### config.mk
export PLATFORM = sky130hd
export DESIGN_NAME = hazard_ctrl_unit
export DESIGN_NICKNAME = d
export VERILOG_FILES = /design/src/rtl/hazard_pkg.sv /design/src/rtl/hazard_perf_cnt.sv /design/src/rtl/hazard_ctrl_unit.sv
export SDC_FILE = /design/constraint.sdc
export NUM_CORES = 1
export LEC_CHECK = 0
export ABC_AREA = 1
export CORE_ASPECT_RATIO = 0.75
export CORE_MARGIN = 1.5
export CORE_UTILIZATION = 42
export DETAILED_ROUTE_END_ITERATION = 10
export HOLD_SLACK_MARGIN = 0.12
export PLACE_DENSITY_LB_ADDON = 0.05
export SYNTH_ARGS = -nofsm -noshare
export SYNTH_HDL_FRONTEND = slang
export SYNTH_HIERARCHICAL = 1
export SYNTH_SLANG_ARGS = --single-unit
### constraint.sdc
create_clock -name clk -period 1.7 [get_ports clk]
set_clock_uncertainty 0.1 [all_clocks]
set_input_delay 0.34 -clock clk [delete_from_list [all_inputs] [get_ports clk]]
set_output_delay 0.34 -clock clk [all_outputs]
set_load 0.05 [all_outputs]
### src/rtl/hazard_pkg.sv
// Shared types and defaults for the pipeline hazard controller.
// State encodings, register-address width and perf-counter width.
package hazard_pkg;

    localparam int REG_AW_DEF = 4;
    localparam int CNT_W_DEF  = 16;

    typedef enum logic [1:0] {
        ST_RUN    = 2'd0,
        ST_DRAIN  = 2'd1,
        ST_HALTED = 2'd2
    } hz_state_e;

endpackage

### src/rtl/hazard_perf_cnt.sv
// Saturating stall and flush event counters for the hazard controller.
// Built only when HAZARD_PERF_CNT_EN is defined.
module hazard_perf_cnt #(
    parameter int CNT_W = 16
) (
    input  logic             clk,
    input  logic             rst_n,
    input  logic             i_stall_inc,
    input  logic             i_flush_inc,
    output logic [CNT_W-1:0] o_stall_cnt,
    output logic [CNT_W-1:0] o_flush_cnt
);

    logic [CNT_W-1:0] r_stall_cnt;
    logic [CNT_W-1:0] r_flush_cnt;

    always_ff @(posedge clk) begin
        if (!rst_n) begin
            r_stall_cnt <= '0;
            r_flush_cnt <= '0;
        end else begin
            if (i_stall_inc && (r_stall_cnt != '1))
                r_stall_cnt <= r_stall_cnt + 1'b1;
            if (i_flush_inc && (r_flush_cnt != '1))
                r_flush_cnt <= r_flush_cnt + 1'b1;
        end
    end

    assign o_stall_cnt = r_stall_cnt;
    assign o_flush_cnt = r_flush_cnt;

endmodule

### src/rtl/hazard_ctrl_unit.sv
// Stall/flush/freeze/drain controller for the 5-stage pipeline.
// Optional perf counters enabled by defining HAZARD_PERF_CNT_EN.
module hazard_ctrl_unit
    import hazard_pkg::*;
#(
    parameter int REG_AW       = REG_AW_DEF,
    parameter int DRAIN_CYCLES = 3,
    parameter int MEM_TIMEOUT  = 16
`ifdef HAZARD_PERF_CNT_EN
    ,
    parameter int CNT_W        = CNT_W_DEF
`endif
) (
    input  logic              clk,
    input  logic              rst_n,
    input  logic [REG_AW-1:0] IF_ID_Rs,
    input  logic [REG_AW-1:0] IF_ID_Rt,
    input  logic              IF_ID_UsesRs,
    input  logic              IF_ID_UsesRt,
    input  logic              IF_ID_MemWrite,
    input  logic              IF_ID_Halt,
    input  logic              ID_EX_MemRead,
    input  logic [REG_AW-1:0] ID_EX_Rd,
    input  logic              branch_taken,
    input  logic              dmem_busy,
    output logic              PC_write,
    output logic              IF_ID_write,
    output logic              IF_ID_flush,
    output logic              ID_EX_flush,
    output logic              EX_MEM_write,
    output logic              MEM_WB_write,
    output logic              halted,
    output logic              mem_timeout
`ifdef HAZARD_PERF_CNT_EN
    ,
    output logic [CNT_W-1:0]  stall_cnt,
    output logic [CNT_W-1:0]  flush_cnt
`endif
);

    localparam int DW = $clog2(DRAIN_CYCLES + 1);
    localparam int BW = $clog2(MEM_TIMEOUT + 1);

    hz_state_e         r_state;
    hz_state_e         w_state_nxt;
    logic [DW-1:0]     r_drain_cnt;
    logic [DW-1:0]     w_drain_nxt;
    logic [BW-1:0]     r_busy_cnt;
    logic [BW-1:0]     w_busy_nxt;
    logic              r_halted;
    logic              w_halted_nxt;
    logic              r_mem_timeout;
    logic              w_tmo_nxt;

    logic              w_load_use;
    logic              w_rs_hit;
    logic              w_rt_hit;
    logic              w_freeze;

    // Store data (Rt of a store) is bypassed MEM-to-MEM, so it never stalls.
    assign w_rs_hit   = IF_ID_UsesRs && (ID_EX_Rd == IF_ID_Rs);
    assign w_rt_hit   = IF_ID_UsesRt && (ID_EX_Rd == IF_ID_Rt)
                        && !IF_ID_MemWrite;
    assign w_load_use = ID_EX_MemRead && (ID_EX_Rd != '0)
                        && (w_rs_hit || w_rt_hit);
    assign w_freeze   = dmem_busy && (r_state != ST_HALTED);

    always_ff @(posedge clk) begin
        if (!rst_n) begin
            r_state       <= ST_RUN;
            r_drain_cnt   <= '0;
            r_busy_cnt    <= '0;
            r_halted      <= 1'b0;
            r_mem_timeout <= 1'b0;
        end else begin
            r_state       <= w_state_nxt;
            r_drain_cnt   <= w_drain_nxt;
            r_busy_cnt    <= w_busy_nxt;
            r_halted      <= w_halted_nxt;
            r_mem_timeout <= w_tmo_nxt;
        end
    end

    always_comb begin
        w_state_nxt  = r_state;
        w_drain_nxt  = r_drain_cnt;
        w_busy_nxt   = '0;
        w_halted_nxt = r_halted;
        w_tmo_nxt    = r_mem_timeout;
        PC_write     = 1'b0;
        IF_ID_write  = 1'b0;
        IF_ID_flush  = 1'b0;
        ID_EX_flush  = 1'b0;
        EX_MEM_write = 1'b0;
        MEM_WB_write = 1'b0;
        if (!rst_n) begin
            IF_ID_flush = 1'b1;
            ID_EX_flush = 1'b1;
        end else if (w_freeze) begin
            w_busy_nxt = r_busy_cnt + 1'b1;
            if (r_busy_cnt == BW'(MEM_TIMEOUT - 1)) begin
                w_tmo_nxt   = 1'b1;
                w_state_nxt = ST_HALTED;
            end
        end else begin
            case (r_state)
                ST_RUN: begin
                    EX_MEM_write = 1'b1;
                    MEM_WB_write = 1'b1;
                    if (w_load_use) begin
                        ID_EX_flush = 1'b1;
                    end else if (IF_ID_Halt) begin
                        IF_ID_write = 1'b1;
                        IF_ID_flush = 1'b1;
                        w_state_nxt = ST_DRAIN;
                        w_drain_nxt = '0;
                    end else begin
                        PC_write    = 1'b1;
                        IF_ID_write = 1'b1;
                        IF_ID_flush = branch_taken;
                    end
                end
                ST_DRAIN: begin
                    ID_EX_flush  = 1'b1;
                    EX_MEM_write = 1'b1;
                    MEM_WB_write = 1'b1;
                    w_drain_nxt  = r_drain_cnt + 1'b1;
                    if (r_drain_cnt == DW'(DRAIN_CYCLES - 1)) begin
                        w_state_nxt  = ST_HALTED;
                        w_halted_nxt = 1'b1;
                    end
                end
                default: begin
                    w_state_nxt = ST_HALTED;
                end
            endcase
        end
    end

    assign halted      = r_halted;
    assign mem_timeout = r_mem_timeout;

`ifdef HAZARD_PERF_CNT_EN
    logic w_stall_ev;
    logic w_flush_ev;

    assign w_stall_ev = rst_n && (w_freeze
                        || ((r_state == ST_RUN) && w_load_use));
    assign w_flush_ev = rst_n && (r_state == ST_RUN) && IF_ID_flush;

    hazard_perf_cnt #(
        .CNT_W (CNT_W)
    ) u_perf_cnt (
        .clk         (clk),
        .rst_n       (rst_n),
        .i_stall_inc (w_stall_ev),
        .i_flush_inc (w_flush_ev),
        .o_stall_cnt (stall_cnt),
        .o_flush_cnt (flush_cnt)
    );
`endif

endmodule

==> metrics.cfg, run 1 <==
[logic_synthesis]
synth_nets=148
synth_largest_area_cell=dfxtp_1
yosysWarnings=6
seq_area_frac_synth_pct=29.6
syn-cell-area_um2=744
synth_edf_count=0
yosysMostFrequentCell=nand2_1
synth_top_flop_cell=dfxtp_1
ys_async_sr_fraction_pct=0
synth_cell_type_count=18
syn_inst=124
synth-seq-cells=11
synth_common_cells=35 x nand2_1, 22 x inv_1, 20 x nor2_1
yosys.area.top_type_share_pct=29.6
syn_area_per_cell_um2=6.00
yosys-top-cells-area=dfxtp_1 30%, nand2_1 18%, inv_1 11%

[routing]
drt-vias-per-instance=5.43
drc_errors=0
via_count=1020
firstDrtPassIters=4
drtIter0Drc=35
ant_nets=0
wl_um=2900
wire_per_inst_um=15.4

[placed_design]
gp_congestion=0.924
dp_hpwl_um=1610
io_buffers=28

[run]
cap_violations=0

[sta]
hold_violations=0
fin_setup_tns_ns=-0.935
rsz0062_at_grt=yes
max_freq_mhz=529
slew-limit-headroom_pct=82.9
setup_viol=6
maxSlewViolCount=0
period_share_pct=111
timing.final.ws_setup_ns=-0.191
period_needed_ns=1.89
tightest_slew_ns=0.256

[clock_network]
cts_root_buf=clkbuf_4
cts_tree=built
clock-sinks=11
path_clk_slew_ns=0.07
htreeDepth=1
hold_buffers=0
clk_latency_ns=0.29
clockBufferDepth=2
cts_made_buffers=3

[cells_and_area]
fillers=73
drive_gt1_share_pct=47.9
syn_to_final_growth_pct=89.4
antennaDiodeCount=0
finalNetCount=192

[grt]
grt_pass1_wl_um=3680
antenna_found_initial=0
grt_max_degree=8
track_usage_pct=25.8
grt-ovfl-total=0
grt_pass1_vias=880

[floorplanning]
design.core.area_um2=1560
start_util_pct=47.7
io_pins=29
die_h_um=39.5
die-area_um2=2040
num_rows=12
die_w_um=51.6

[worst_setup_path]
worstSetupPathType=input pin to output port
crit_path_end_kind=output port
critPathRequiredTime_ns=1.26
critical_path_arrival_ns=1.45
start_kind=input pin
path_max_fanout=2

[power_and_ir_drop]
power.density_nw_per_um2=672
clkPwrFrac_pct=20.5
pwr-share-seq_pct=30.2
power_mw=0.947
p_leak_nw=0.664
p_sw_share_pct=39.4
combPwrFrac_pct=49.3
ir_drop_v=0.000595
internal_power_mw=0.574
switchingPower_mw=0.373

[run_status]
status=complete, but fails checks
violations=negative setup slack

[min_path]
holdCritPathClass=register to register

power groups by stage:
stage / Clock (mW) / Sequential [mW] / Combinational (mW)
floorplan: 0 / 0.290 / 0.206
finish: 0.194 / 0.286 / 0.467
global route: 0.207 / 0.288 / 0.493
global placement: 0 / 0.289 / 0.383
CTS: 0.191 / 0.285 / 0.399
detailed placement: 0 / 0.289 / 0.390
layout by cell type (no fill, tap or decap), types with 4 or more instances in the layout:
master    n
a21oi_1   4
buf_12    6
buf_2     4
buf_4    12
buf_6     7
dfxtp_1   9
inv_1    13
inv_2     4
inv_4     4
nand2_1  20
nand2_2  13
nand3_1   5
nand3_2   4
nor2_1   15
nor2_4    4
path summary, 6_finish.rpt:
kind | start | end | slack, ns | cells after the start
max | IF_ID_Rt[1] | ID_EX_flush | -0.19 | 13
min | r_busy_cnt[0] | r_busy_cnt[0] | 0.35 | 1
max reg2reg | r_state[1] | r_drain_cnt[0] | 0.09 | 9
min reg2reg | r_busy_cnt[0] | r_busy_cnt[0] | 0.35 | 1
worst max-delay path: stages:
cell and delay [ns]:
buf_4 0.11, inv_2 0.04, nand2_2 0.07, nand3_2 0.07, nor2_1 0.11, nand2_1 0.10
nand2_2 0.10, buf_6 0.11, nand3_4 0.07, nand2_2 0.06, nand2_2 0.06, nand2_2 0.09
buf_12 0.14
per-layer routing:
| layer | share of wire (%) | vias to the layer above | GRT usage, % |
|---|---|---|---|
| li1 | - | 478 | - |
| met1 | 41 | 477 | 32.3 |
| met2 | 49 | 55 | 42.3 |
| met3 | 7.2 | 10 | 8.40 |
| met4 | 3.0 | 0 | 7.89 |
| met5 | 0 | - | 0 |
flip-flops by register name (all words and copies together), names as in the netlist:
register,flops
halted,1
r_drain_cnt,2
r_state,2
mem_timeout,1
r_busy_cnt,5
through the flow:
| stage | util, % | instances | worst slack [ns] | hold slack (ns) | cell area [µm²] |
|---|---|---|---|---|---|
| after CTS | 80.8 | 187 | -0.207 | 0.354 | 1260 |
| after global placement | 78.8 | 183 | -0.562 | 0.329 | 1230 |
| after global routing | 90.3 | 188 | -0.264 | 0.363 | 1410 |
| after detailed placement | 78.8 | 183 | -0.615 | 0.334 | 1230 |
| final | 90.3 | 188 | -0.191 | 0.352 | 1410 |
| after floorplan | - | 124 | -0.184 | 0.318 | 798 |
timing repair:
item                       CTS  global route
pin swaps                   20            21
gates cloned                 0             0
setup endpoints to repair   10             6
resized for setup           72            48
buffers inserted             0             1
cells by family (layout without fill, tap and decap cells):
family / after synthesis / in the layout / share of synthesized area [%]
buffers and inverters: 25 / 68 / 13.6
XOR/XNOR: 1 / 1 / 1.18
flip-flops: 11 / 11 / 29.6
AND/OR/NAND/NOR: 71 / 71 / 39.3
AO/OA/AOI/OAI: 13 / 13 / 11.3
adder cells (fa/ha/maj): 3 / 3 / 5.04
final cells by class:
type	instances	area, µm²	share of cell area, %
inverters	23	109	7.72
clock buffers	4	26.3	1.86
well taps	21	26.3	1.86
repair buffers	41	432	30.6
multi-input cells	88	592	42.0
flip-flops and latches	11	225	16.0
Note: power is estimated with default switching activity, not from simulation.
==> inputs of run 2 (changes only) <==
==> constraint.sdc (replaced) <==
create_clock -name clk -period 1.7 [get_ports clk]
set_clock_uncertainty 0.1 [all_clocks]
set_input_delay 0.51 -clock clk [delete_from_list [all_inputs] [get_ports clk]]
set_output_delay 0.51 -clock clk [all_outputs]
set_load 0.05 [all_outputs]
==> run 2 against run 1 <==
Against the previous run:
- the run now fails in global routing
- synthesized cell count is the same
- area after synthesis is the same
==> metrics.cfg, run 2 <==
[logic_synthesis]
yosys.area.top_type_share_pct=29.6  ; unchanged
synth_edf_count=0  ; unchanged
seq_area_frac_synth_pct=29.6  ; unchanged
ys_async_sr_fraction_pct=0  ; unchanged
syn-cell-area_um2=744  ; unchanged
synth_largest_area_cell=dfxtp_1
synth-seq-cells=11  ; unchanged
yosysMostFrequentCell=nand2_1
synth_nets=148  ; unchanged
syn_area_per_cell_um2=6.00  ; unchanged
yosys-top-cells-area=dfxtp_1 30%, nand2_1 18%, inv_1 11%
synth_cell_type_count=18  ; unchanged
yosysWarnings=6  ; unchanged
synth_top_flop_cell=dfxtp_1
synth_common_cells=35 x nand2_1, 22 x inv_1, 20 x nor2_1
syn_inst=124  ; unchanged

[placed_design]
dp_hpwl_um=1990  ; +24%
io_buffers=28  ; unchanged
place_ws_ns=-0.994  ; -0.380 ns
gp_congestion=0.824  ; -11%

[floorplanning]
start_util_pct=47.7  ; unchanged
die_w_um=51.6  ; unchanged
io_pins=29  ; unchanged
num_rows=12  ; unchanged
die_h_um=39.5  ; unchanged

[run_status]
status=stopped before the end
stop_error=[ERROR DPL-0038] Utilization greater than 100%, impossible to legalize
haltStage=global routing

[sta]
worstEpCategory=primary output
worst_endpoint=PC_write

[clock_network]
cts_root_buf=clkbuf_4
clockBufferDepth=2  ; unchanged
htreeDepth=1  ; unchanged
cts_made_buffers=3  ; unchanged
hold_buffers=0  ; unchanged
clock-sinks=11  ; unchanged

[grt]
grt_max_degree=8

## run 2: cell counts after synthesis
Identical to the previous run, type by type.
## run 2: kinds of logic after synthesis
kind of cell,after synthesis,share of synthesized area [%]
flip-flops,11,29.6
AO/OA/AOI/OAI,13,11.3
XOR/XNOR,1,1.18
adder cells (fa/ha/maj),3,5.04
buffers and inverters,25,13.6
AND/OR/NAND/NOR,71,39.3
## run 2: what timing repair did
| item | CTS |
|---|---|
| buffers inserted | 15 |
| resized for setup | 96 |
| setup endpoints to repair | 10 |
| pin swaps | 26 |
## run 2: metrics by stage
step / TNS [ns] / cells / cell area [µm²] / hold slack, ns / utilization [%]
after CTS: -2.54 / 196 / 1460 / 0.352 / 93.7
after detailed placement: -7.87 / 181 / 1290 / 0.339 / 82.8
after global placement: -7.18 / 181 / 1290 / 0.334 / 82.8
after floorplan: -1.78 / 124 / 862 / 0.318 / -
==> inputs of run 3 (changes only) <==
--- a/config.mk
+++ b/config.mk
@@ -6,12 +6,10 @@
 export NUM_CORES = 1
 export LEC_CHECK = 0
 export ABC_AREA = 1
-export CORE_ASPECT_RATIO = 0.75
-export CORE_MARGIN = 1.5
-export CORE_UTILIZATION = 42
+export CORE_AREA = 2 2 63 65
 export DETAILED_ROUTE_END_ITERATION = 10
-export HOLD_SLACK_MARGIN = 0.12
-export PLACE_DENSITY_LB_ADDON = 0.05
+export DIE_AREA = 0 0 65 67
+export PLACE_DENSITY_LB_ADDON = 0.15
 export SYNTH_ARGS = -nofsm -noshare
 export SYNTH_HDL_FRONTEND = slang
 export SYNTH_HIERARCHICAL = 1
==> run 3 against run 2 <==
Against the previous run:
- the flow now finishes, with violations (negative setup slack)
==> metrics.cfg, run 3 (synthesized netlist as in run 1, its figures left out) <==
[worst_setup_path]
start_kind=input pin
cp-startpoint=ID_EX_Rd[2]
crit_path_end_kind=output port
r2r-end=r_drain_cnt[0]
crit_slowest_cell=nor3_4
critical_path_arrival_ns=1.49
critPathMostFrequentCell=nand2_2
r2r_slack_ns=0.12
critical-path-max-stage-delay_ns=0.17
worstReg2RegStart=r_state[1]
crit_end=PC_write
r2r_cells=9
worstSetupPathType=input pin to output port
critPathRequiredTime_ns=1.09
cp_cell_sequence=buf_8, inv_6, nand2_2, nand2_1, nor2_1, nand3_1, nand2_2, nand2_2, nand3_4, nor3_4, buf_12
path_max_fanout=3

[power_and_ir_drop]
clkPwrFrac_pct=26.3
switchingPower_mw=0.334
power.density_nw_per_um2=675
p_sw_share_pct=33.9
p_leak_nw=0.674
combPwrFrac_pct=45.0
ir_drop_v=0.000463
internal_power_mw=0.651
pwr-share-seq_pct=28.7

[grt]
grt-ovfl-total=0
grt_max_degree=8
antenna_found_initial=0
grt_pass1_wl_um=3840
track_usage_pct=11.2
grt_pass1_vias=927

[sta]
max_freq_mhz=476
setup_viol=6
period_share_pct=123
slew-limit-headroom_pct=82.1
hold_violations=0
tightest_slew_ns=0.267
timing.final.ws_setup_ns=-0.399
rsz0062_at_grt=yes
period_needed_ns=2.10
fin_setup_tns_ns=-1.95
maxSlewViolCount=0

[cells_and_area]
reg_top3=r_busy_cnt (5), r_drain_cnt (2), r_state (2)
drive_gt1_share_pct=44.2
fillers=382
final_cell_mix=26 x nand2_1, 17 x nor2_1, 17 x buf_4
finalNetCount=197
largest_register_ffs=5
antennaDiodeCount=0
final_core_util_pct=40.5
regMostFlops=r_busy_cnt
final_common_cell=nand2_1
syn_to_final_growth_pct=96.0

[run_status]
status=complete, but fails checks
violations=negative setup slack

[clock_network]
path_clk_slew_ns=0.05
cts_root_buf=clkbuf_8
cts_made_buffers=3  ; unchanged
hold_buffers=0  ; unchanged
clockBufferDepth=2  ; unchanged
clock-sinks=11  ; unchanged
clk_latency_ns=0.24
htreeDepth=1  ; unchanged
cts_tree=built

[floorplanning]
die-area_um2=4360
design.core.area_um2=3610
die_w_um=65  ; +26%
die_h_um=67  ; +70%
start_util_pct=20.6  ; -27 points
num_rows=22  ; +10
io_pins=29  ; unchanged

[placed_design]
io_buffers=28  ; unchanged
dp_hpwl_um=1700  ; -14%
gp_congestion=0.769  ; -6.7%

[routing]
drc_errors=0
via_count=927
drtIter0Drc=27
firstDrtPassIters=4
wire_per_inst_um=9.82
wl_um=2160
drt-vias-per-instance=4.21
ant_nets=0

[min_path]
holdCritPathClass=register to register

[run]
cap_violations=0

-- run 3: worst min-delay path by stage --
stage,cells after the start,from,endpoint,slack (ns)
6_report,1,r_busy_cnt[0],r_busy_cnt[0],0.35
5_1_grt,1,r_busy_cnt[0],r_busy_cnt[0],0.39
4_1_cts,1,r_busy_cnt[0],r_busy_cnt[0],0.35
3_5_place_dp,1,r_busy_cnt[0],r_busy_cnt[0],0.35
3_3_place_gp,1,r_busy_cnt[0],r_busy_cnt[0],0.33
2_1_floorplan,1,r_busy_cnt[0],r_busy_cnt[0],0.32
-- run 3: worst max-delay path: cells and delay by family --
family        cells  cell delay [ns]
simple gates      8             0.67
buf+inv           3             0.32
-- run 3: stage by stage --
| step | cells | setup WS (ns) | area, µm² | total power, mW | hold WS [ns] |
|---|---|---|---|---|---|
| 4_1_cts | 219 | -0.410 | 1440 | 0.989 | 0.354 |
| 3_3_place_gp | 211 | -0.968 | 1350 | 0.707 | 0.327 |
| 6_report | 220 | -0.399 | 1460 | 0.985 | 0.352 |
| 2_1_floorplan | 124 | -0.397 | 862 | 0.515 | 0.318 |
| 5_1_grt | 220 | -0.495 | 1460 | 1.05 | 0.389 |
| 3_5_place_dp | 211 | -1.01 | 1350 | 0.709 | 0.346 |
-- run 3: per-layer routing --
layer	vias up	global-route usage, %	wire (µm)
li1	487	-	-
met1	418	12.6	930
met2	20	20.9	1110
met3	2	1.52	89
met4	0	4.79	29
met5	-	0	0
-- run 3: repair_timing --
item | 4_1_cts | 5_1_grt
buffers inserted | 4 | 1
pin swaps | 28 | 8
resized for setup | 83 | 7
endpoints found under the setup margin | 10 | 9
gates cloned | 0 | 0
-- run 3: area by class of cell --
class / instances / area (µm²) / share of cell area, %
flip-flops and latches: 11 / 221 / 15.2
multi-input cells: 88 / 523 / 35.8
repair buffers: 46 / 489 / 33.5
clock buffers: 4 / 45.0 / 3.09
well taps: 48 / 60.1 / 4.12
inverters: 23 / 120 / 8.23
-- run 3: power groups by stage --
stage,clock network (mW),logic (mW),registers [mW]
floorplan,0,0.227,0.289
global placement,0,0.419,0.288
detailed placement,0,0.421,0.288
CTS,0.271,0.436,0.283
global route,0.282,0.481,0.284
finish,0.259,0.443,0.283
==> inputs of run 4 (changes only) <==
--- a/config.mk
+++ b/config.mk
@@ -14,3 +14,4 @@
 export SYNTH_HDL_FRONTEND = slang
 export SYNTH_HIERARCHICAL = 1
 export SYNTH_SLANG_ARGS = --single-unit
+export TNS_END_PERCENT = 30
==> run 4 against run 3 <==
Against the previous run:
- the run still ends with negative setup slack left
- register-to-register slack better by 0.08 ns
- sequential share of layout area up 0.16 points
- via count down 2.9%
- non-clock buffer count stayed put
- global-route usage shrank 0.31 points
- routed wire length is 2.7% lower
- first-iteration DRC count up 19%
- final area shrank 1.0%
- utilization is 0.42 points lower
- count of clock-buffer cells in the layout unchanged
- sequential power about the same
- die area stayed put
- critical path type unchanged
- largest power group unchanged
==> metrics.cfg, run 4 (synthesized netlist as in run 1, its figures left out) <==
[routing]
ant_nets=0  ; unchanged
drt-vias-per-instance=4.09  ; -2.9%
via_count=900  ; -2.9%
wire_per_inst_um=9.55  ; -2.7%
drc_errors=0  ; unchanged
wl_um=2100  ; -2.7%
firstDrtPassIters=4  ; unchanged
drtIter0Drc=32  ; +19%

[floorplanning]
die-area_um2=4360  ; unchanged
die_w_um=65  ; unchanged
design.core.area_um2=3610  ; unchanged
die_h_um=67  ; unchanged
io_pins=29  ; unchanged
start_util_pct=20.6  ; unchanged
num_rows=22  ; unchanged

[cells_and_area]
regMostFlops=r_busy_cnt
reg_top3=r_busy_cnt (5), r_drain_cnt (2), r_state (2)
final_common_cell=nand2_1
syn_to_final_growth_pct=93.9
drive_gt1_share_pct=44.2  ; unchanged
antennaDiodeCount=0  ; unchanged
fillers=396  ; +3.7%
final_cell_mix=25 x nand2_1, 18 x nor2_1, 17 x buf_4
largest_register_ffs=5  ; unchanged
finalNetCount=197  ; unchanged
final_core_util_pct=40.0  ; -0.42 points

[grt]
grt-ovfl-total=0  ; unchanged
grt_max_degree=8  ; unchanged
track_usage_pct=10.9  ; -0.31 points
grt_pass1_wl_um=3780  ; -1.4%
antenna_found_initial=0  ; unchanged
grt_pass1_vias=928  ; +0.11%

[worst_setup_path]
r2r_cells=8  ; -1
crit_slowest_cell=nor3_4
worstSetupPathType=input pin to output port
crit_path_end_kind=output port
critical-path-max-stage-delay_ns=0.17  ; about the same
worstReg2RegStart=r_state[1]
critical_path_arrival_ns=1.50  ; about the same
cp_cell_sequence=buf_8, inv_6, nand2_4, nand2_2, nor2_2, nand3_1, nand2_2, nand2_2, nand3_4, nor3_4, buf_12
path_buf_inv=3  ; unchanged
crit_family=simple AND/OR/NAND/NOR gates
critPathRequiredTime_ns=1.09  ; about the same
r2r-end=r_drain_cnt[0]
critPathMostFrequentCell=nand2_2
start_kind=input pin
r2r_slack_ns=0.20  ; +0.08 ns
path_max_fanout=3  ; unchanged

[clock_network]
clockBufferDepth=2  ; unchanged
clk_latency_ns=0.23  ; about the same
htreeDepth=1  ; unchanged
cts_made_buffers=3  ; unchanged
cts_tree=built
cts_root_buf=clkbuf_8
clock-sinks=11  ; unchanged
path_clk_slew_ns=0.05  ; about the same

[power_and_ir_drop]
ir_drop_v=0.000428  ; -7.7%
p_leak_nw=0.681  ; +1.1%
power.density_nw_per_um2=671  ; -0.59%

[sta]
slew-limit-headroom_pct=82.0  ; -0.10 points
period_share_pct=124  ; +0.37 points
hold_violations=0  ; unchanged
timing.final.ws_setup_ns=-0.405  ; -0.00622 ns
tightest_slew_ns=0.269  ; +0.00155 ns
max_freq_mhz=475  ; -0.30%
maxSlewViolCount=0  ; unchanged
rsz0062_at_grt=yes
timing.hold.ws_ns=0.349  ; -0.00305 ns
period_needed_ns=2.11  ; +0.00622 ns
setup_viol=6  ; unchanged

[min_path]
hold_start=r_busy_cnt[0]
whs_endpoint=r_busy_cnt[0]
holdCritPathClass=register to register
holdPathStages=1  ; unchanged

[run_status]
violations=negative setup slack
status=complete, but fails checks

[run]
cap_violations=0  ; unchanged

[placed_design]
gp_congestion=0.811  ; +5.5%
dp_hpwl_um=1730  ; +1.4%
io_buffers=28  ; unchanged

-- run 4: layout make-up --
type	instances	area (µm²)	share of cell area, %
timing repair buffer	46	478	33.1
multi-input combinational	88	534	37.0
clock buffer	4	45.0	3.12
sequential	11	221	15.3
inverter	23	105	7.28
tap	48	60.1	4.16
-- run 4: routing by layer --
| layer | vias to the layer above | track usage (%) | routed length, µm |
|---|---|---|---|
| met5 | - | 0 | 0 |
| met4 | 0 | 3.19 | 0 |
| met3 | 0 | 1.69 | 56 |
| met2 | 13 | 19.8 | 1090 |
| met1 | 397 | 13.0 | 958 |
| li1 | 490 | - | - |
-- run 4: worst register-to-register path: stages, from the launching register on --
cell     delay, ns
dfxtp_2       0.35
inv_2         0.05
o21ai_4       0.20
inv_2         0.08
buf_4         0.16
nor2_1        0.16
nand3_2       0.12
a21oi_1       0.13
nor2_1        0.05
-- run 4: how the worst max path moves through the flow --
stage                            from        to  slack, ns  cells past startpoint
after floorplan           IF_ID_Rs[1]  PC_write      -0.40                      9
after global placement    ID_EX_Rd[1]  PC_write      -0.90                     10
after detailed placement  ID_EX_Rd[1]  PC_write      -0.92                     10
after CTS                 ID_EX_Rd[3]  PC_write      -0.41                     11
after global routing      ID_EX_Rd[1]  PC_write      -0.48                     11
final                     ID_EX_Rd[1]  PC_write      -0.41                     11
-- run 4: what timing repair did --
item | CTS | global route
pin swaps | 24 | 11
endpoints found under the setup margin | 10 | 7
setup buffers | 3 | 2
resized for setup | 74 | 20
hold buffers | 0 | 0
gates cloned | 0 | 0
-- run 4: metrics by stage --
stage / total power, mW / setup TNS, ns / std cells / setup WS (ns) / instance area (µm²)
5_1_grt: 1.03 / -2.46 / 220 / -0.477 / 1440
2_1_floorplan: 0.511 / -1.76 / 124 / -0.402 / 837
4_1_cts: 0.970 / -2.17 / 218 / -0.414 / 1390
6_report: 0.969 / -1.94 / 220 / -0.405 / 1440
3_3_place_gp: 0.696 / -7.04 / 211 / -0.900 / 1320
3_5_place_dp: 0.701 / -7.28 / 211 / -0.924 / 1320
-- run 4: report_power, final --
part | internal (mW) | total, mW | switching, mW
clock | 0.164 | 0.255 | 0.0909
sequential | 0.273 | 0.283 | 0.0103
combinational | 0.206 | 0.431 | 0.225
